$ cat config.mk
export PLATFORM = sky130hd
export DESIGN_NAME = uart_rx_cfg
export DESIGN_NICKNAME = d
export VERILOG_FILES = /design/src/rtl/uart_rx_cfg.sv
export SDC_FILE = /design/constraint.sdc
export NUM_CORES = 1
export LEC_CHECK = 0
export ABC_AREA = 1
export BUFFER_PORTS_ARGS = -buffer_cell sky130_fd_sc_hd__buf_2
export CORE_UTILIZATION = 63
export CTS_CLUSTER_DIAMETER = 80
export DETAILED_ROUTE_END_ITERATION = 10
export PLACE_DENSITY = 0.89
export SYNTH_ARGS = -nofsm -noshare
export SYNTH_HDL_FRONTEND = slang
export SYNTH_SLANG_ARGS = --single-unit
export TNS_END_PERCENT = 20
$ cat constraint.sdc
create_clock -name clk -period 3.95 [get_ports clk]
set_clock_uncertainty 0.2 [all_clocks]
set_input_delay 0.1975 -clock clk [delete_from_list [all_inputs] [get_ports clk]]
set_output_delay 0.1975 -clock clk [all_outputs]
set_load 0.02 [all_outputs]
$ cat src/rtl/uart_rx_cfg.sv
// Oversampling UART receiver with runtime baud divisor, parity and stop-bit
// configuration, 2-of-3 mid-bit majority voting and a single-entry output register.
module uart_rx_cfg #(
  parameter int DATA_W = 8,
  parameter int OVS    = 16,
  parameter int DIV_W  = 16
) (
  input  logic              clk,
  input  logic              rst,
  input  logic [DIV_W-1:0]  baud_div,
  input  logic [1:0]        parity_mode,
  input  logic              stop2,
  input  logic              rx_serial,
  output logic [DATA_W-1:0] rx_data,
  output logic              rx_valid,
  input  logic              rx_ready,
  output logic              parity_err,
  output logic              frame_err,
  output logic              overrun,
  output logic              busy
);

  localparam int OW = $clog2(OVS);
  localparam int BW = $clog2(DATA_W + 1);
  localparam logic [OW-1:0] SAMP0 = OW'(OVS / 2 - 1);
  localparam logic [OW-1:0] SAMP1 = OW'(OVS / 2);
  localparam logic [OW-1:0] SAMP2 = OW'(OVS / 2 + 1);
  localparam logic [OW-1:0] LAST  = OW'(OVS - 1);

  typedef enum logic [2:0] {IDLE, START, DATA, PARITY, STOP, WAIT_HIGH} state_t;

  state_t            state_q, state_d;
  logic              sync1_q, sync1_d, sync2_q, sync2_d, prev_q, prev_d;
  logic [DIV_W-1:0]  div_q, div_d;
  logic [OW-1:0]     os_q, os_d;
  logic [BW-1:0]     bit_q, bit_d;
  logic              stop_idx_q, stop_idx_d;
  logic [1:0]        samp_q, samp_d;
  logic [DATA_W-1:0] shift_q, shift_d;
  logic              par_en_q, par_en_d, par_odd_q, par_odd_d, two_stop_q, two_stop_d;
  logic              perr_acc_q, perr_acc_d, ferr_acc_q, ferr_acc_d;
  logic              done_q, done_d;
  logic [DATA_W-1:0] data_q, data_d;
  logic              valid_q, valid_d, perr_q, perr_d, ferr_q, ferr_d, ovr_q, ovr_d;
  logic              busy_q, busy_d;

  logic tick, start_edge, maj, rx_s;

  assign rx_s       = sync2_q;
  assign tick       = (div_q == baud_div);
  assign start_edge = prev_q & ~rx_s;
  assign maj        = (samp_q[0] & samp_q[1]) | (samp_q[0] & rx_s) | (samp_q[1] & rx_s);

  always_comb begin
    state_d    = state_q;
    sync1_d    = rx_serial;
    sync2_d    = sync1_q;
    prev_d     = sync2_q;
    div_d      = div_q;
    os_d       = os_q;
    bit_d      = bit_q;
    stop_idx_d = stop_idx_q;
    samp_d     = samp_q;
    shift_d    = shift_q;
    par_en_d   = par_en_q;
    par_odd_d  = par_odd_q;
    two_stop_d = two_stop_q;
    perr_acc_d = perr_acc_q;
    ferr_acc_d = ferr_acc_q;
    done_d     = 1'b0;
    data_d     = data_q;
    valid_d    = valid_q;
    perr_d     = perr_q;
    ferr_d     = ferr_q;
    ovr_d      = ovr_q;

    if (state_q == IDLE) begin
      div_d = '0;
      os_d  = '0;
      if (start_edge) begin
        state_d    = START;
        par_en_d   = (parity_mode == 2'b01) || (parity_mode == 2'b10);
        par_odd_d  = (parity_mode == 2'b10);
        two_stop_d = stop2;
        perr_acc_d = 1'b0;
        ferr_acc_d = 1'b0;
        bit_d      = '0;
        stop_idx_d = 1'b0;
      end
    end else begin
      div_d = tick ? '0 : div_q + DIV_W'(1);
      if (tick) begin
        os_d = (os_q == LAST) ? '0 : os_q + OW'(1);
        if (os_q == SAMP0) samp_d[0] = rx_s;
        if (os_q == SAMP1) samp_d[1] = rx_s;
        // Each bit is decided on its third sample; bit boundaries stay on the OVS grid.
        unique case (state_q)
          START: begin
            if (os_q == SAMP2 && maj) state_d = IDLE;
            else if (os_q == LAST)    state_d = DATA;
          end
          DATA: begin
            if (os_q == SAMP2) begin
              shift_d = {maj, shift_q[DATA_W-1:1]};
              bit_d   = bit_q + BW'(1);
            end
            if (os_q == LAST && bit_q == BW'(DATA_W)) state_d = par_en_q ? PARITY : STOP;
          end
          PARITY: begin
            if (os_q == SAMP2) perr_acc_d = (^shift_q) ^ maj ^ par_odd_q;
            if (os_q == LAST)  state_d = STOP;
          end
          STOP: begin
            if (os_q == SAMP2) begin
              ferr_acc_d = ferr_acc_q | ~maj;
              if (!(two_stop_q && !stop_idx_q)) begin
                done_d  = 1'b1;
                os_d    = '0;
                state_d = (ferr_acc_q | ~maj) ? WAIT_HIGH : IDLE;
              end
            end
            if (os_q == LAST) stop_idx_d = 1'b1;
          end
          WAIT_HIGH: begin
            // Count consecutive high ticks so a long break yields a single word.
            if (!rx_s)              os_d = '0;
            else if (os_q == LAST)  state_d = IDLE;
          end
          default: state_d = IDLE;
        endcase
      end
    end

    if (done_q) begin
      if (!valid_q || rx_ready) begin
        data_d  = shift_q;
        perr_d  = perr_acc_q;
        ferr_d  = ferr_acc_q;
        valid_d = 1'b1;
      end else begin
        ovr_d = 1'b1;
      end
    end else if (valid_q && rx_ready) begin
      valid_d = 1'b0;
    end

    busy_d = (state_d != IDLE);
  end

  always_ff @(posedge clk or negedge rst) begin
    if (!rst) begin
      state_q    <= IDLE;
      sync1_q    <= 1'b1;
      sync2_q    <= 1'b1;
      prev_q     <= 1'b1;
      div_q      <= '0;
      os_q       <= '0;
      bit_q      <= '0;
      stop_idx_q <= 1'b0;
      samp_q     <= '0;
      shift_q    <= '0;
      par_en_q   <= 1'b0;
      par_odd_q  <= 1'b0;
      two_stop_q <= 1'b0;
      perr_acc_q <= 1'b0;
      ferr_acc_q <= 1'b0;
      done_q     <= 1'b0;
      data_q     <= '0;
      valid_q    <= 1'b0;
      perr_q     <= 1'b0;
      ferr_q     <= 1'b0;
      ovr_q      <= 1'b0;
      busy_q     <= 1'b0;
    end else begin
      state_q    <= state_d;
      sync1_q    <= sync1_d;
      sync2_q    <= sync2_d;
      prev_q     <= prev_d;
      div_q      <= div_d;
      os_q       <= os_d;
      bit_q      <= bit_d;
      stop_idx_q <= stop_idx_d;
      samp_q     <= samp_d;
      shift_q    <= shift_d;
      par_en_q   <= par_en_d;
      par_odd_q  <= par_odd_d;
      two_stop_q <= two_stop_d;
      perr_acc_q <= perr_acc_d;
      ferr_acc_q <= ferr_acc_d;
      done_q     <= done_d;
      data_q     <= data_d;
      valid_q    <= valid_d;
      perr_q     <= perr_d;
      ferr_q     <= ferr_d;
      ovr_q      <= ovr_d;
      busy_q     <= busy_d;
    end
  end

  assign rx_data    = data_q;
  assign rx_valid   = valid_q;
  assign parity_err = perr_q;
  assign frame_err  = ferr_q;
  assign overrun    = ovr_q;
  assign busy       = busy_q;

endmodule

Yosys cells after proc, flatten, opt, wreduce, memory -nomap -nowiden
Index checks and enable logic that the tools add are counted.
- $add $sub $neg: 3
- eq/ne operators: 15
- multiplexer cells: 49
- bitwise gates (word level): 13
- reductions and logical operators: 29
- operator list (kind ; number):
    $mux W4 ; 11
    $mux W3 ; 13
    $mux W16 ; 2
    $mux W1 ; 21
    $reduce_and A4 Y1 ; 5
    $add A16 B1 Y16 const B ; 1
    $eq A16 B16 Y1 ; 1
    $eq A4 B4 Y1 const B ; 4
    $pmux W3 S5 ; 1
    $reduce_bool A2 Y1 ; 7
    $add A4 B1 Y4 const B ; 2
    $pmux W4 S2 ; 1
    $reduce_and A2 Y1 ; 4
    $reduce_xor A8 Y1 ; 1
    $eq A3 B2 Y1 const B ; 2
    $eq A3 B3 Y1 const B ; 2
    $reduce_and A3 Y1 ; 2
    $and A1 B1 Y1 ; 4
    $eq A4 B3 Y1 const B ; 1
    $logic_and A1 B1 Y1 ; 4
    $not A1 Y1 ; 4
    $eq A3 B1 Y1 const B ; 1
    $logic_not A3 Y1 ; 1
    $or A1 B1 Y1 ; 3
    other kinds (8) ; 11
- register bits after elaboration: 60

Logic depth before layout (Yosys ltp)
Gate-level depths: netlist (run 1).
- depth after elaboration: 12
- gate-level depth with buffers: 12
- depth with buffers taken out: 12

Worst setup path before layout (run 1)
No wires, ideal clock.
- path type: flip-flop to flip-flop
- from: register div_q[0]
- to: register div_q[14]
- library setup time: 0.123 ns
- arrival time: 1.443 ns
- path slack: 2.184 ns
- cell stages (with the launch flop): 9
- buffers on the path: 0
- period minus slack after synthesis: 1.766 ns
- cells stage by stage: dfrtp_1 -> ha_1 -> nand3_1 -> nor2_1 -> nand2_1 -> nor4_2 -> nand2_1 -> o21ai_0 -> nor2_1
- word-level cells in the longest chain between the ends: 3
- elaborated cells between the ends (all ways): 4
- those cells by class: add/sub (1); eq/ne (1); mux (2)
- ends and longest elaborated chain (element ; RTL line ; source):
    from (decl) ; 34 ; logic [DIV_W-1:0] div_q, div_d;
    from (signal assigned) ; 179 ; div_q <= div_d;
    $add A16 B1 Y16 / $eq A16 B16 Y1 (equally long branches) ; 91, 50 ;
    $mux W16 (*) ; 91 ; div_d = tick ? '0 : div_q + DIV_W'(1);
    $mux W16 (*) ; 77 ; if (state_q == IDLE) begin
    via div_d[14] ; 34 ;
The timed path passes the listed nets; every way through them passes the cells marked *.
A chain may end at the register's enable or synchronous reset.

Final worst setup path (run 1)
- from: register div_q[11]
- to: register div_q[12]
Same word-level chain as after synthesis.

==> out/results.tsv, run 1 <==
metric	value	unit
gr-usage-all-layers	0.270	
start_util	0.656	
yosysWarningCount	0	
via_count	2977	
cp.arrival	2.28	ns
viasPerCell	5.15	
cts_buffers	9	
fmax	442	MHz
diodes	0	
routed_wl	6750	um
cts.clk_slew.worst_paths	0.07	ns
synth_cells	454	
core	5140	um2
drc_errors	0	
grt_overflow	0	
worstPathRequired	3.96	ns
outcome	complete, no violations	
ys_seq_area_frac	0.447	
synth_cell_types	33	
clk_path_buf_depth	2	
routedWlPerCell	11.7	um
synth_top_area_share	0.423	
fin_crit_sh	0.573	
cts.repair.resized	0	
grt_pass1_vias	2773	
cp_max_fo	13	
final.setup.tns	0	ns
num_io_pins	36	
slew_viol_final	0	
area_growth	14.7	%
portBuffers	35	
start_kind	flip-flop	
r2r_setup_slack	1.69	ns
synth_area_leaders	dfrtp_1 (42%), nand2_1 (18%), inv_1 (7.1%)	
fin_hold_ws	0.0412	ns
power	1.43	mW
power_leakage	2.09	nW
hold_path_class	input pin to flip-flop	
yosysTopAreaCell	dfrtp_1	
synthTopCellsByCount	nand2_1 (162), inv_1 (64), dfrtp_1 (57)	
cts_root_buf	clkbuf_8	
grt_setup_unrepaired	no	
drt_pass1_iterations	5	
post-place-ws	1.77	ns
ys_async_sr_fraction	1.00	
drive_gt1_frac	0.152	
synthFlopType	dfrtp_1	
htreeDepth	3	
clk_latency	0.33	ns
ys_ff_latch	60	
final_nets	533	
num_rows	26	
numClockSinks	60	
syn_nets	484	
finalHoldViolations	0	
slew_headroom	0.505	
synth-edff-count	0	
fin_util	0.752	
final_cell_area	3860	um2
instances_no_fill	578	
die_x	75.1	um
grt_pass1_wl	11300	um
drtAntennaViolNets	0	
powerDensity	369	nW/um2
hpwlAfterDp	4990	um
synth.most_common_cell	nand2_1	
ir_worst_vdd	0.223	mV
globalplace.congestion	0.961	
grt_max_degree	61	
setup_ws	1.69	ns
period_needed	2.26	ns
worst-slew-pin-transition	0.743	ns
finalSetupViolations	0	
synth_area	3370	um2
path_class	flip-flop to flip-flop	
place_inst	557	
drt_iter0_drc	181	
placed_cell_area	3620	um2
cts_setup_buffers	0	
cts_tree	built	
die_h	75.1	um
antenna_found_initial	0	
cp-end-kind	flip-flop	
maxCapViolCount	0	
die-area	5650	um2
syn_area_per_cell	7.42	um2
## layout by cell type (no fill, tap or decap), types with 7 or more instances in the layout
cell type  synthesis  final
nand3_1           25     25
ha_1               7      7
o21ai_0           21     21
clkbuf_8           0     11
buf_2              0     35
inv_1             64     64
o21ai_2            8      8
a21oi_1           10     10
xor2_1             8      8
nor2_1            40     40
dfrtp_1           57     57
nand2_1          162    162
## state kept, by name (all words and copies together) (netlist names), 2 cells and up
| name | flops |
|---|---|
| div_q | 16 |
| rx_data | 8 |
| shift_q | 8 |
| bit_q | 4 |
| os_q | 4 |
| state_q | 3 |
| samp_q | 2 |
## layer usage
| layer | vias to the layer above | share of wire | track usage |
|---|---|---|---|
| met5 | - | 0 | 0 |
| met4 | 0 | 0.027 | 0.165 |
| met1 | 1364 | 0.45 | 0.329 |
| met2 | 84 | 0.49 | 0.451 |
| li1 | 1510 | - | - |
| met3 | 19 | 0.039 | 0.0455 |
## power breakdown
part | internal [mW] | leakage (nW) | switching, mW | total [mW]
clock network | 0.327 | 0.0979 | 0.230 | 0.557
registers | 0.651 | 0.781 | 0.0393 | 0.690
logic | 0.0715 | 1.22 | 0.107 | 0.179
total | 1.05 | 2.09 | 0.376 | 1.43
## worst max-delay path, stage by stage (launching register included)
cell	delay, ns
dfrtp_1	0.48
inv_2	0.07
nand2_1	0.06
nand2_1	0.05
nor2_1	0.08
nand2_1	0.12
nor2_4	0.18
nand2_1	0.16
nand2_1	0.40
inv_2	0.15
o21ai_0	0.12
nor2_1	0.07
## layout make-up
class / instances / area (um2)
Timing Repair Buffer: 41 / 233
Sequential cell: 60 / 1510
Multi-Input combinational cell: 320 / 1570
Inverter: 71 / 269
Tap cell: 70 / 87.6
Clock buffer: 15 / 166
Clock inverter: 1 / 30.0
Fill cell: 393 / 1270
## what timing repair did
item,in CTS,in global routing
setup endpoints to repair,0,0
hold buffers,5,0
hold endpoints to repair,63,0
## path summary, 6_finish.rpt
path                           startpoint         end  cells past startpoint
min in group asynchronous             rst  rx_data[3]                      3
setup / recovery                div_q[11]   div_q[12]                     11
hold / removal             parity_mode[0]    par_en_q                      4
max in group asynchronous             rst  perr_acc_q                      3
setup reg to reg                div_q[11]   div_q[12]                     11
hold reg to reg                   sync1_q      prev_d                      0
## cell families (layout without fill, tap and decap cells)
kind of cell / Yosys count / in the layout / synth area share
xor gates and xnor gates: 14 / 14 / 0.0364
DFF: 60 / 60 / 0.447
buffers and inverters: 74 / 128 / 0.0865
AOI/OAI and AO/OA: 45 / 45 / 0.0798
adders and majority gates: 7 / 7 / 0.0260
and+or+nand+nor: 252 / 252 / 0.318
muxes: 2 / 2 / 0.00668
No activity file was read; power rests on OpenSTA's default activity.
==> run 2, diff against run 1 <==
- CORE_UTILIZATION: 63 -> 53
- PLACE_DENSITY: 0.89 -> 0.8
- clock period: 3.95 -> 1.85 ns (I/O delays scaled with it)
==> out/results.tsv, run 2 (synthesis gave the netlist of run 1 again) <==
metric	value	unit	change
post-place-ws	0.00825	ns	-1.76 ns
power_frac_clock	0.391		about the same
powerDensity	766	nW/um2	+110%
p_int	2.42	mW	+130%
drc_errors	0		unchanged
crit_slowest_cell	dfrtp_1		
layout_commonest_cell	nand2_1		
grt_overflow	0		unchanged
swShare	0.268		+0.00383
num_rows	28		+7.7%
start_kind	flip-flop		
hpwlAfterDp	5180	um	+3.8%
cp_slowest_stage_delay	0.36	ns	-0.12 ns
outcome	finished, violations left		
cts_tree	built		
portBuffers	35		unchanged
routed_wl	7380	um	+9.3%
slew_viol_final	0		unchanged
htreeDepth	3		unchanged
p_comb_frac	0.166		+0.041
largest_register	div_q		
hold_path_class	input pin to asynchronous set/reset pin		
grt_setup_unrepaired	yes		
num_io_pins	36		unchanged
multiInputGateArea	1720	um2	+9.5%
clk_latency	0.34	ns	about the same
power	3.31	mW	+130%
cts_buffers	9		unchanged
switchingPower	0.885	mW	+140%
routedWlPerCell	12.0	um	+2.6%
period_needed	1.91	ns	-0.355 ns
ir_worst_vdd	0.499	mV	+120%
r2r-start	div_q[0]		
place_inst	585		+5.0%
drt_pass1_iterations	5		unchanged
die-area	6680	um2	+18%
cts.clk_slew.worst_paths	0.07	ns	about the same
fmax	524	MHz	+19%
viasPerCell	5.09		-1.2%
via_count	3134		+5.3%
cp-end-kind	flip-flop		
largest_register_ffs	16		unchanged
worst-slew-pin-transition	0.487	ns	-0.256 ns
worstPathRequired	1.87	ns	-2.09 ns
grt_max_degree	41		-33%
seqPwrFrac	0.443		-0.041
finalSetupViolations	7		+7
diodes	0		unchanged
violations	setup timing		
worstPathCellList	ha_2 > nand3_2 > nor2_4 > nand2_2 > nor4_4 > nand2_1 > o21ai_1 > nor2_1		
drtAntennaViolNets	0		unchanged
start_util	0.559		-0.0964
worstSetupStartpoint	div_q[0]		
finalHoldViolations	0		unchanged
die_h	81.8	um	+8.8%
final_nets	566		+6.2%
final_cell_mix	nand2_1 (154), inv_1 (60), dfrtp_1 (56)		
nFillCells	449		+14%
antenna_found_initial	0		unchanged
fin_hold_ws	0.0473	ns	+0.00609 ns
maxCapViolCount	0		unchanged
drive_gt1_frac	0.262		+0.111
die_x	81.8	um	+8.8%
r2r_cells	8		-3
path_class	flip-flop to flip-flop		
power_leakage	2.30	nW	+9.8%
cp.arrival	1.93	ns	-0.35 ns
instances_no_fill	616		+6.6%
numClockSinks	60		unchanged
clk_path_buf_depth	2		unchanged
slew_headroom	0.675		+0.171
setup_ws	-0.0579	ns	-1.74 ns
grt_pass1_wl	12200	um	+7.6%
fin_crit_sh	1.03		+0.458
drt_iter0_drc	167		-7.7%
grt_pass1_vias	3025		+9.1%
regArea	1510	um2	about the same
globalplace.congestion	0.909		-5.4%
gr-usage-all-layers	0.237		-0.0334
cp_max_fo	3		-10
cts_root_buf	clkbuf_8		
core	6030	um2	+17%
area_growth	28.1	%	
-- run 2: cell count changes in the layout (fill, tap and decap cells not counted), sizes merged --
cell	delta
bufinv	+1
buf	+31
clkinv	+3
dlygate4sd3	+2
clkbuf	-4
-- run 2: critical path, delay by kind of cell, from the launching register on --
| family | cells | cell delay (ns) |
|---|---|---|
| and+or+nand+nor | 6 | 0.88 |
| adders and majority gates | 1 | 0.19 |
| DFF | 1 | 0.36 |
| AOI/OAI and AO/OA | 1 | 0.14 |
-- run 2: power by group through the flow --
stage	sequential, mW	combinational [mW]	clock, mW
4_1_cts	1.46	0.463	1.31
2_1_floorplan	1.48	0.263	0
6_report	1.47	0.549	1.29
3_5_place_dp	1.49	0.429	0
3_3_place_gp	1.48	0.419	0
5_1_grt	1.48	0.626	1.36
-- run 2: metrics by stage --
stage | TNS, ns | util | instance area [um2]
2_1_floorplan | 0 | - | 3370
3_3_place_gp | 0 | 0.632 | 3810
3_5_place_dp | 0 | 0.632 | 3810
4_1_cts | 0 | 0.684 | 4120
5_1_grt | -3.05 | 0.716 | 4320
6_report | -0.181 | 0.716 | 4320
-- run 2: final cells by class --
class                      count  area share
multi-input combinational    320       0.399
sequential                    60       0.349
timing repair buffer          74       0.116
inverter                      71      0.0635
clock buffer                  11      0.0328
tap                           75      0.0217
clock inverter                 5      0.0174
-- run 2: path summary, 6_finish.rpt --
check / to / slack [ns]
worst max-delay path: div_q[12] / -0.06
worst min-delay path: rx_data[2] / 0.05
worst max register to register: div_q[12] / -0.06
worst min register to register: prev_d / 0.16
max in group asynchronous: prev_d / 0.76
min in group clk: prev_d / 0.16
-- run 2: repair_timing --
item,4_1_cts,5_1_grt
pin swaps,0,11
gates cloned,0,0
buffers inserted,0,8
endpoints found under the setup margin,5,34
endpoints found under the hold margin,63,0
hold buffers,7,0
gates resized for setup,5,44
-- run 2: metal layers --
| layer | track usage | up-vias | share of wire |
|---|---|---|---|
| met5 | 0 | - | 0 |
| met4 | 0.0965 | 0 | 0.019 |
| met3 | 0.0467 | 14 | 0.045 |
| met2 | 0.440 | 85 | 0.50 |
| met1 | 0.261 | 1460 | 0.43 |
| li1 | - | 1575 | - |
